### config.mk
export PLATFORM = sky130hd
export DESIGN_NAME = bus_reg_target
export DESIGN_NICKNAME = d
export VERILOG_FILES = /design/src/rtl/bus_pkg.sv /design/src/rtl/bus_wait_counter.sv /design/src/rtl/bus_reg_target.sv
export SDC_FILE = /design/constraint.sdc
export NUM_CORES = 1
export LEC_CHECK = 0
export CAP_MARGIN = 10
export CELL_PAD_IN_SITES_DETAIL_PLACEMENT = 0
export CELL_PAD_IN_SITES_GLOBAL_PLACEMENT = 1
export CORE_UTILIZATION = 25
export DETAILED_ROUTE_END_ITERATION = 8
export PLACE_DENSITY = 0.86
export SYNTH_ARGS = -nofsm -noshare
export SYNTH_HDL_FRONTEND = slang
export SYNTH_SLANG_ARGS = --single-unit
### constraint.sdc
create_clock -name clk -period 2 [get_ports clk]
set_input_delay 0.4 -clock clk [delete_from_list [all_inputs] [get_ports clk]]
set_output_delay 0.4 -clock clk [all_outputs]
set_load 0.02 [all_outputs]
### src/rtl/bus_pkg.sv
// rtl/bus_pkg.sv - shared bus target state encoding, widths and device IDs
package bus_pkg;

  typedef enum logic [1:0] {
    ST_IDLE   = 2'd0,
    ST_WAIT   = 2'd1,
    ST_ACCESS = 2'd2,
    ST_ACK    = 2'd3
  } bus_tgt_state_t;

  localparam int BUS_ADDR_WIDTH = 32;
  localparam int BUS_DATA_WIDTH = 16;

  localparam int DEV_RAM = 0;
  localparam int DEV_ROM = 1;
  localparam int DEV_VGA = 2;
  localparam int DEV_PS2 = 3;
  localparam int DEV_ACP = 4;

  localparam int BUS_WINDOW_WORDS = 16;

endpackage

### src/rtl/bus_wait_counter.sv
// rtl/bus_wait_counter.sv - loadable 4-bit down-counter for wait-state insertion
module bus_wait_counter (
  input  logic       clk,
  input  logic       rst,
  input  logic       load,
  input  logic [3:0] load_val,
  input  logic       dec,
  output logic       zero
);

  logic [3:0] count;

  // Saturates at zero so a stray dec can never wrap into a long wait.
  always_ff @(posedge clk) begin
    if (rst) begin
      count <= 4'd0;
    end else if (load) begin
      count <= load_val;
    end else if (dec && (count != 4'd0)) begin
      count <= count - 4'd1;
    end
  end

  assign zero = (count == 4'd0);

endmodule

### src/rtl/bus_reg_target.sv
// rtl/bus_reg_target.sv - wait-stated responder driving a 16-word peripheral register port
module bus_reg_target
  import bus_pkg::*;
#(
  parameter int ADDR_WIDTH  = BUS_ADDR_WIDTH,
  parameter int DATA_WIDTH  = BUS_DATA_WIDTH,
  parameter int NUM_REGS    = BUS_WINDOW_WORDS,
  parameter int WAIT_CYCLES = 2
) (
  input  logic                        clk,
  input  logic                        rst,
  input  logic                        en,
  input  logic                        req,
  input  logic [ADDR_WIDTH-1:0]       addr,
  input  logic                        we,
  input  logic [DATA_WIDTH-1:0]       wdata,
  output logic [DATA_WIDTH-1:0]       rdata,
  output logic                        ack,
  output logic                        err,
  output logic                        busy,
  output logic [$clog2(NUM_REGS)-1:0] periph_addr,
  output logic                        periph_wr,
  output logic                        periph_rd,
  output logic [DATA_WIDTH-1:0]       periph_wdata,
  input  logic [DATA_WIDTH-1:0]       periph_rdata
);

  localparam int IDX_W = $clog2(NUM_REGS);
  localparam logic [3:0] WAIT_LOAD = (WAIT_CYCLES > 0) ? 4'(WAIT_CYCLES - 1) : 4'd0;

  bus_tgt_state_t state;
  logic           we_q;
  logic           cnt_load;
  logic           cnt_dec;
  logic           cnt_zero;

  assign cnt_load = (state == ST_IDLE) && req && en;
  assign cnt_dec  = (state == ST_WAIT);

  bus_wait_counter u_wait (
    .clk      (clk),
    .rst      (rst),
    .load     (cnt_load),
    .load_val (WAIT_LOAD),
    .dec      (cnt_dec),
    .zero     (cnt_zero)
  );

  // Outputs are registered on the transition into the state that owns them,
  // so strobes and ack line up exactly with ACCESS and ACK.
  always_ff @(posedge clk) begin
    if (rst) begin
      state        <= ST_IDLE;
      we_q         <= 1'b0;
      ack          <= 1'b0;
      err          <= 1'b0;
      busy         <= 1'b0;
      periph_wr    <= 1'b0;
      periph_rd    <= 1'b0;
      rdata        <= '0;
      periph_addr  <= '0;
      periph_wdata <= '0;
    end else begin
      ack       <= 1'b0;
      err       <= 1'b0;
      periph_wr <= 1'b0;
      periph_rd <= 1'b0;
      case (state)
        ST_IDLE: begin
          if (req && en) begin
            we_q         <= we;
            periph_addr  <= addr[IDX_W-1:0];
            periph_wdata <= wdata;
            busy         <= 1'b1;
            if (addr >= ADDR_WIDTH'(NUM_REGS)) begin
              state <= ST_ACK;
              ack   <= 1'b1;
              err   <= 1'b1;
            end else if (WAIT_CYCLES == 0) begin
              state     <= ST_ACCESS;
              periph_wr <= we;
              periph_rd <= !we;
            end else begin
              state <= ST_WAIT;
            end
          end
        end
        ST_WAIT: begin
          if (cnt_zero) begin
            state     <= ST_ACCESS;
            periph_wr <= we_q;
            periph_rd <= !we_q;
          end
        end
        ST_ACCESS: begin
          if (!we_q) begin
            rdata <= periph_rdata;
          end
          state <= ST_ACK;
          ack   <= 1'b1;
        end
        ST_ACK: begin
          state <= ST_IDLE;
          busy  <= 1'b0;
        end
        default: begin
          state <= ST_IDLE;
          busy  <= 1'b0;
        end
      endcase
    end
  end

endmodule

==> metrics.md, run 1 <==
| Metric | Value |
|---|---|
| Status | complete, no violations |
| Final Max Slew Viols | 0 |
| Setup WS post-layout | 0.340 ns |
| Area growth, synth to finish | 69.9% |
| Post-route cell area | 3120 um^2 |
| Sequential-to-total area share from yosys stat | 0.523 |
| Worst-Skew Late Latency | 0.30 ns |
| Tmin final | 1.66 ns |
| Yosys Warn Count | 0 |
| Top-count cell post-synth | nand2_1 |
| Largest net degree at the start of global routing | 42 |
| VDD IR max | 0.430 mV |
| Number of max-cap violations | 0 |
| Core area | 6940 um^2 |
| Clock tree buffer depth | 2 |
| Final Hold Viols | 0 |
| Sequential standard cell area | 961 um^2 |
| GRT Util Overall | 0.136 |
| Crit path max-delay family | buffers and inverters |
| IO Count | 110 |
| F_max | 0.602 GHz |
| Number of flops mapped to enable cells by yosys | 0 |
| Static Leak | 1.10 nW |
| Setup_tns | 0 ns |
| Crit end category | output port |
| Synth Cell Area | 1840 um^2 |
| Cell Chain, Critical Path | clkdlybuf4s50_1 |
| Syn avg cell area | 8.09 um^2 |
| Top cells by area, synth | dfxtp_1 (52%), nand2_1 (16%), a21oi_1 (11%) |
| Worst Path Arrival | 1.26 ns |
| Chip Height | 87.7 um |
| Port buffer count | 109 |
| Initial core utilization | 0.265 |
| DIE AREA | 7690 um^2 |
| CTS clk-pin slew, worst paths | 0.09 ns |
| Synth Net Count | 301 |
| RSZ-0062 raised after global routing | false |
| Filler instances | 711 |
| Synth async-reset ratio | 0 |
| Vias in the first global route | 1830 |
| Leading area contributor after synthesis | dfxtp_1 |
| DRT antenna net count | 0 |
| DRT Pass-1 Iters | 2 |
| CTS Buf Count | 5 |
| Max-slew headroom | 0.467 |
| Layout cell share with drive strength beyond 1 | 0.0569 |
| Synth top area share | 0.523 |
| Clk sinks | 48 |
| Grt total ovfl | 0 |
| ANT cells | 0 |
| Post-detail-place hpwl | 3570 um |
| Crit-path max cell delay | 0.62 ns |
| Total number of vias | 1897 |
| Dpl ws | 0.135 ns |
| Hold Slack | 0.455 ns |
| Hold crit path type | reg -> reg |
| Die Wd | 87.7 um |
| Post-synthesis instance total | 227 |
| Vias/cell | 4.41 |
| # DRC | 0 |
| # setup viols final | 0 |
| #FFs+latches synth | 48 |
| Drt wl/cell | 11.7 um |
| Routed wire length | 5040 um |
| Area taken by multi-input logic gates | 800 um^2 |
| Cell variety after synth | 25 |
| CTS root buffer | clkbuf_8 |
| First-pass GRT wire length | 8240 um |
| WP data required | 1.60 ns |
| Placed cell area | 3030 um^2 |
| H-tree depth | 2 |
| WS Path Type | reg -> out |
| Setup Skew | 0.00636 ns |
| Gpl congestion | 0.730 |
| Crit share post-route | 0.830 |
| 1st-iter DRT viols | 78 |
| CP Buf/Inv Count | 1 |
| Critical-path top delay cell | clkdlybuf4s50_1 |
| Most used DFF post-synth | dfxtp_1 |
| Layout Nets | 407 |
| Worst Path Max Fanout | 2 |
| Ranking of synthesized cells by instance count | nand2_1 (76), dfxtp_1 (48), a21oi_1 (42) |
| CTS tree | built |
| Pwr/cell area | 956 nW/um^2 |
| Slew of the pin with the lowest slew margin | 0.799 ns |
| Initial antenna violation count | 0 |
| # rows | 30 |
| Startpoint type of the worst setup path | register |
[through the flow]
step | std cells | util | power (W)
global placement | 422 | 0.436 | 0.00239
detailed placement | 422 | 0.436 | 0.00242
finish | 430 | 0.449 | 0.00298
CTS | 430 | 0.449 | 0.00303
floorplan | 227 | - | 0.00190
global route | 430 | 0.449 | 0.00318
[cell usage in the layout, fill, tap and decap left out]
| cell type | Yosys | routed |
|---|---|---|
| nand3_1 | 4 | 4 |
| inv_1 | 4 | 4 |
| xor2_1 | 2 | 2 |
| nand2b_1 | 1 | 1 |
| and3_1 | 1 | 1 |
| and2_4 | 1 | 1 |
| buf_12 | 0 | 1 |
| clkdlybuf4s50_1 | 0 | 108 |
| nor4b_1 | 1 | 1 |
| a2111oi_2 | 1 | 1 |
| nor4bb_1 | 1 | 1 |
| dfxtp_1 | 48 | 48 |
| buf_2 | 0 | 1 |
| a21oi_1 | 42 | 42 |
| nand4_1 | 1 | 1 |
| ha_1 | 5 | 5 |
| nor4_1 | 9 | 9 |
| nor3_1 | 6 | 6 |
| nor2_2 | 0 | 1 |
| clkinv_2 | 0 | 2 |
| xnor2_1 | 1 | 1 |
| o21ai_1 | 1 | 1 |
| nand2_1 | 76 | 76 |
| inv_2 | 1 | 1 |
| or3b_4 | 1 | 1 |
| clkbuf_8 | 0 | 6 |
| nor2_1 | 5 | 4 |
| a21bo_2 | 1 | 1 |
| buf_4 | 0 | 3 |
[cell type report]
type | instances | area share
Inverter | 5 | 0.00601
Timing Repair Buffer | 113 | 0.362
Sequential cell | 48 | 0.308
Clock inverter | 2 | 0.00321
Clock buffer | 6 | 0.0265
Multi-Input combinational cell | 160 | 0.256
Tap cell | 96 | 0.0385
[cells by family after synthesis]
| kind of cell | Yosys count | synth area share |
|---|---|---|
| and+or+nand+nor | 107 | 0.255 |
| DFF | 48 | 0.523 |
| AOI/OAI and AO/OA | 45 | 0.131 |
| buffers and inverters | 19 | 0.0429 |
| adders and majority gates | 5 | 0.0341 |
| xor gates and xnor gates | 3 | 0.0143 |
[path summary, 6_finish.rpt]
check                                 startpoint  slack [ns]          endpoint  cells past startpoint
worst max-delay path            periph_wdata[15]        0.34  periph_wdata[15]                      1
worst min-delay path                   rdata[15]        0.45         rdata[15]                      2
worst max register to register   u_wait.count[0]        0.40   u_wait.count[1]                      5
worst min register to register         rdata[15]        0.45         rdata[15]                      2
[where the power goes]
part / switching, W / internal, W / total [W]
sequential: 0.0000925 / 0.00112 / 0.00121
combinational: 0.000607 / 0.000562 / 0.00117
clock: 0.000328 / 0.000277 / 0.000604
[layer usage]
metal	part of all wire	GRT usage	vias up
met4	0.0083	0.0387	0
met3	0.072	0.0537	8
met1	0.43	0.155	867
met5	0	0	-
li1	-	-	964
met2	0.49	0.236	58
[flip-flops by register name (all words and copies together), names as in the netlist, 2 cells and up]
signal	cells
u_wait.count	4
periph_wdata	16
periph_addr	4
rdata	16
state	2
[repair_timing]
action | in CTS | in global routing
buffers inserted | 0 | 0
hold buffers | 0 | 0
resized for setup | 0 | 1
endpoints found under the setup margin | 0 | 5
Note: power is estimated with default switching activity, not from simulation.
==> inputs of run 2 (changes only) <==
==> constraint.sdc (replaced) <==
create_clock -name clk -period 1.62 [get_ports clk]
set_input_delay 0.324 -clock clk [delete_from_list [all_inputs] [get_ports clk]]
set_output_delay 0.324 -clock clk [all_outputs]
set_load 0.02 [all_outputs]
==> metrics.md, run 2 (synthesis gave the netlist of run 1 again) <==
| Metric | Value |
|---|---|
| Post-CTS Hold Buffers | 0 |
| ANT cells | 0 |
| IO Count | 110 |
| Inst Count DP | 429 |
| Final Max Slew Viols | 0 |
| Total number of vias | 1912 |
| Worst r2r dst | u_wait.count[1] |
| Tmin final | 1.57 ns |
| Vias/cell | 4.37 |
| # setup viols final | 0 |
| Commonest non-fill, non-tap cell in the layout | clkdlybuf4s50_1 |
| F_max | 0.636 GHz |
| Status | complete, no violations |
| Slew of the pin with the lowest slew margin | 0.565 ns |
| Layout cell share with drive strength beyond 1 | 0.0906 |
| Worst Path Arrival | 1.77 ns |
| Hold crit path type | reg -> reg |
| Die Wd | 87.7 um |
| Worst Path Max Fanout | 6 |
| Vias in the first global route | 1887 |
| CTS Buf Count | 5 |
| CTS clk-pin slew, worst paths | 0.09 ns |
| Setup crit start | u_wait.count[1] |
| DRT antenna net count | 0 |
| Min-delay src | periph_wdata[2] |
| Static Leak | 1.35 nW |
| R2R depth | 5 |
| Crit path max-delay family | simple AND/OR/NAND/NOR gates |
| DRT Pass-1 Iters | 5 |
| Crit end category | register |
| WS Path Type | reg -> reg |
| Startpoint type of the worst setup path | register |
| Layout Nets | 415 |
| Setup crit end | u_wait.count[1] |
| R2R Path Start | u_wait.count[1] |
| CP Depth | 5 |
| Commonest cells after routing, fill and taps aside | clkdlybuf4s50_1 (96), nand2_1 (76), dfxtp_1 (46) |
| WP data required | 1.81 ns |
| Post-detail-place hpwl | 3740 um |
| Number of max-cap violations | 0 |
| CP Buf/Inv Count | 1 |
| Largest net degree at the start of global routing | 29 |
| Largest regs | periph_wdata: 16 flops, rdata: 16 flops |
| Routed wire length | 5110 um |
| Crit share post-route | 0.971 |
| RSZ-0062 raised after global routing | true |
| Drt wl/cell | 11.7 um |
| Pwr/cell area | 1180 nW/um^2 |
| VDD IR max | 0.461 mV |
| Port buffer count | 109 |
| Clock tree buffer depth | 2 |
| Area growth, synth to finish | 77.2% |
| Max-slew headroom | 0.623 |
| H-tree depth | 2 |
| Core area | 6940 um^2 |
| Crit-path max cell delay | 0.39 ns |
| 1st-iter DRT viols | 59 |
| Clk sinks | 48 |
| Worst-Skew Late Latency | 0.29 ns |
| CTS tree | built |
| # DRC | 0 |
| Final Hold Viols | 0 |
| Setup Skew | 0.00280 ns |
| # rows | 30 |
| R2R Setup Slk | 0.05 ns |
| Initial antenna violation count | 0 |
| Gpl congestion | 0.700 |
| Post-layout util | 0.469 |
| Cell Chain, Critical Path | inv_1, ha_2, or3b_4, and2_4, a2111oi_4 |
| Initial core utilization | 0.265 |
| Chip Height | 87.7 um |
| DIE AREA | 7690 um^2 |
| CTS root buffer | clkbuf_8 |
| Critical-path top delay cell | or3b_4 |
| First-pass GRT wire length | 8550 um |
| Grt total ovfl | 0 |
| Finished Layout Cells | 438 |
| GRT Util Overall | 0.139 |
run 2: metal layers:
metal  GRT usage  up-vias  wire [um]
li1            -      977          -
met1       0.168      868       2250
met2       0.237       60       2440
met3      0.0452        7        375
met4      0.0387        0         48
met5           0        -          0
run 2: what timing repair did:
| item | in CTS | in global routing |
|---|---|---|
| gates resized for setup | 1 | 19 |
| endpoints found under the setup margin | 16 | 17 |
| setup buffers | 0 | 1 |
| cloned | 0 | 0 |
run 2: final cells by class:
cell class,instances,area [um^2]
Fill cell,704,3690
Timing Repair Buffer,121,1230
Multi-Input combinational cell,160,826
Tap cell,96,120
Clock buffer,6,82.6
Clock inverter,2,10.0
Sequential cell,48,963
Inverter,5,18.8
run 2: worst min-delay path by stage:
stage,to,cells after the start
after floorplan,periph_wr,1
after global placement,periph_wdata[14],2
after detailed placement,rdata[13],2
after CTS,periph_wdata[9],2
after global routing,periph_wdata[7],2
final,periph_wdata[2],2
run 2: per-stage QoR:
stage | instance area [um^2] | TNS, ns | setup slack, ns | power, W | hold WS (ns)
2_1_floorplan | 1840 | 0 | 0.0218 | 0.00235 | 0.400
3_3_place_gp | 3090 | -0.509 | -0.156 | 0.00307 | 0.440
3_5_place_dp | 3090 | -1.78 | -0.163 | 0.00311 | 0.447
4_1_cts | 3190 | 0 | 0.0201 | 0.00386 | 0.458
5_1_grt | 3260 | -0.0320 | -0.0281 | 0.00412 | 0.473
6_report | 3260 | 0 | 0.0475 | 0.00384 | 0.454
run 2: where the power goes:
| group | internal [W] | leakage (nW) | switching, W | total (W) |
|---|---|---|---|---|
| Combinational | 0.000825 | 0.910 | 0.000809 | 0.00163 |
| Clock | 0.000341 | 0.0510 | 0.000388 | 0.000729 |
| Sequential | 0.00138 | 0.392 | 0.0000983 | 0.00148 |
run 2: tightest hold or removal path: cells and delay by family, from the launching register on:
kind | cells | cell delay (ns)
flops | 1 | 0.31
simple gates | 1 | 0.05
compound gates | 1 | 0.05
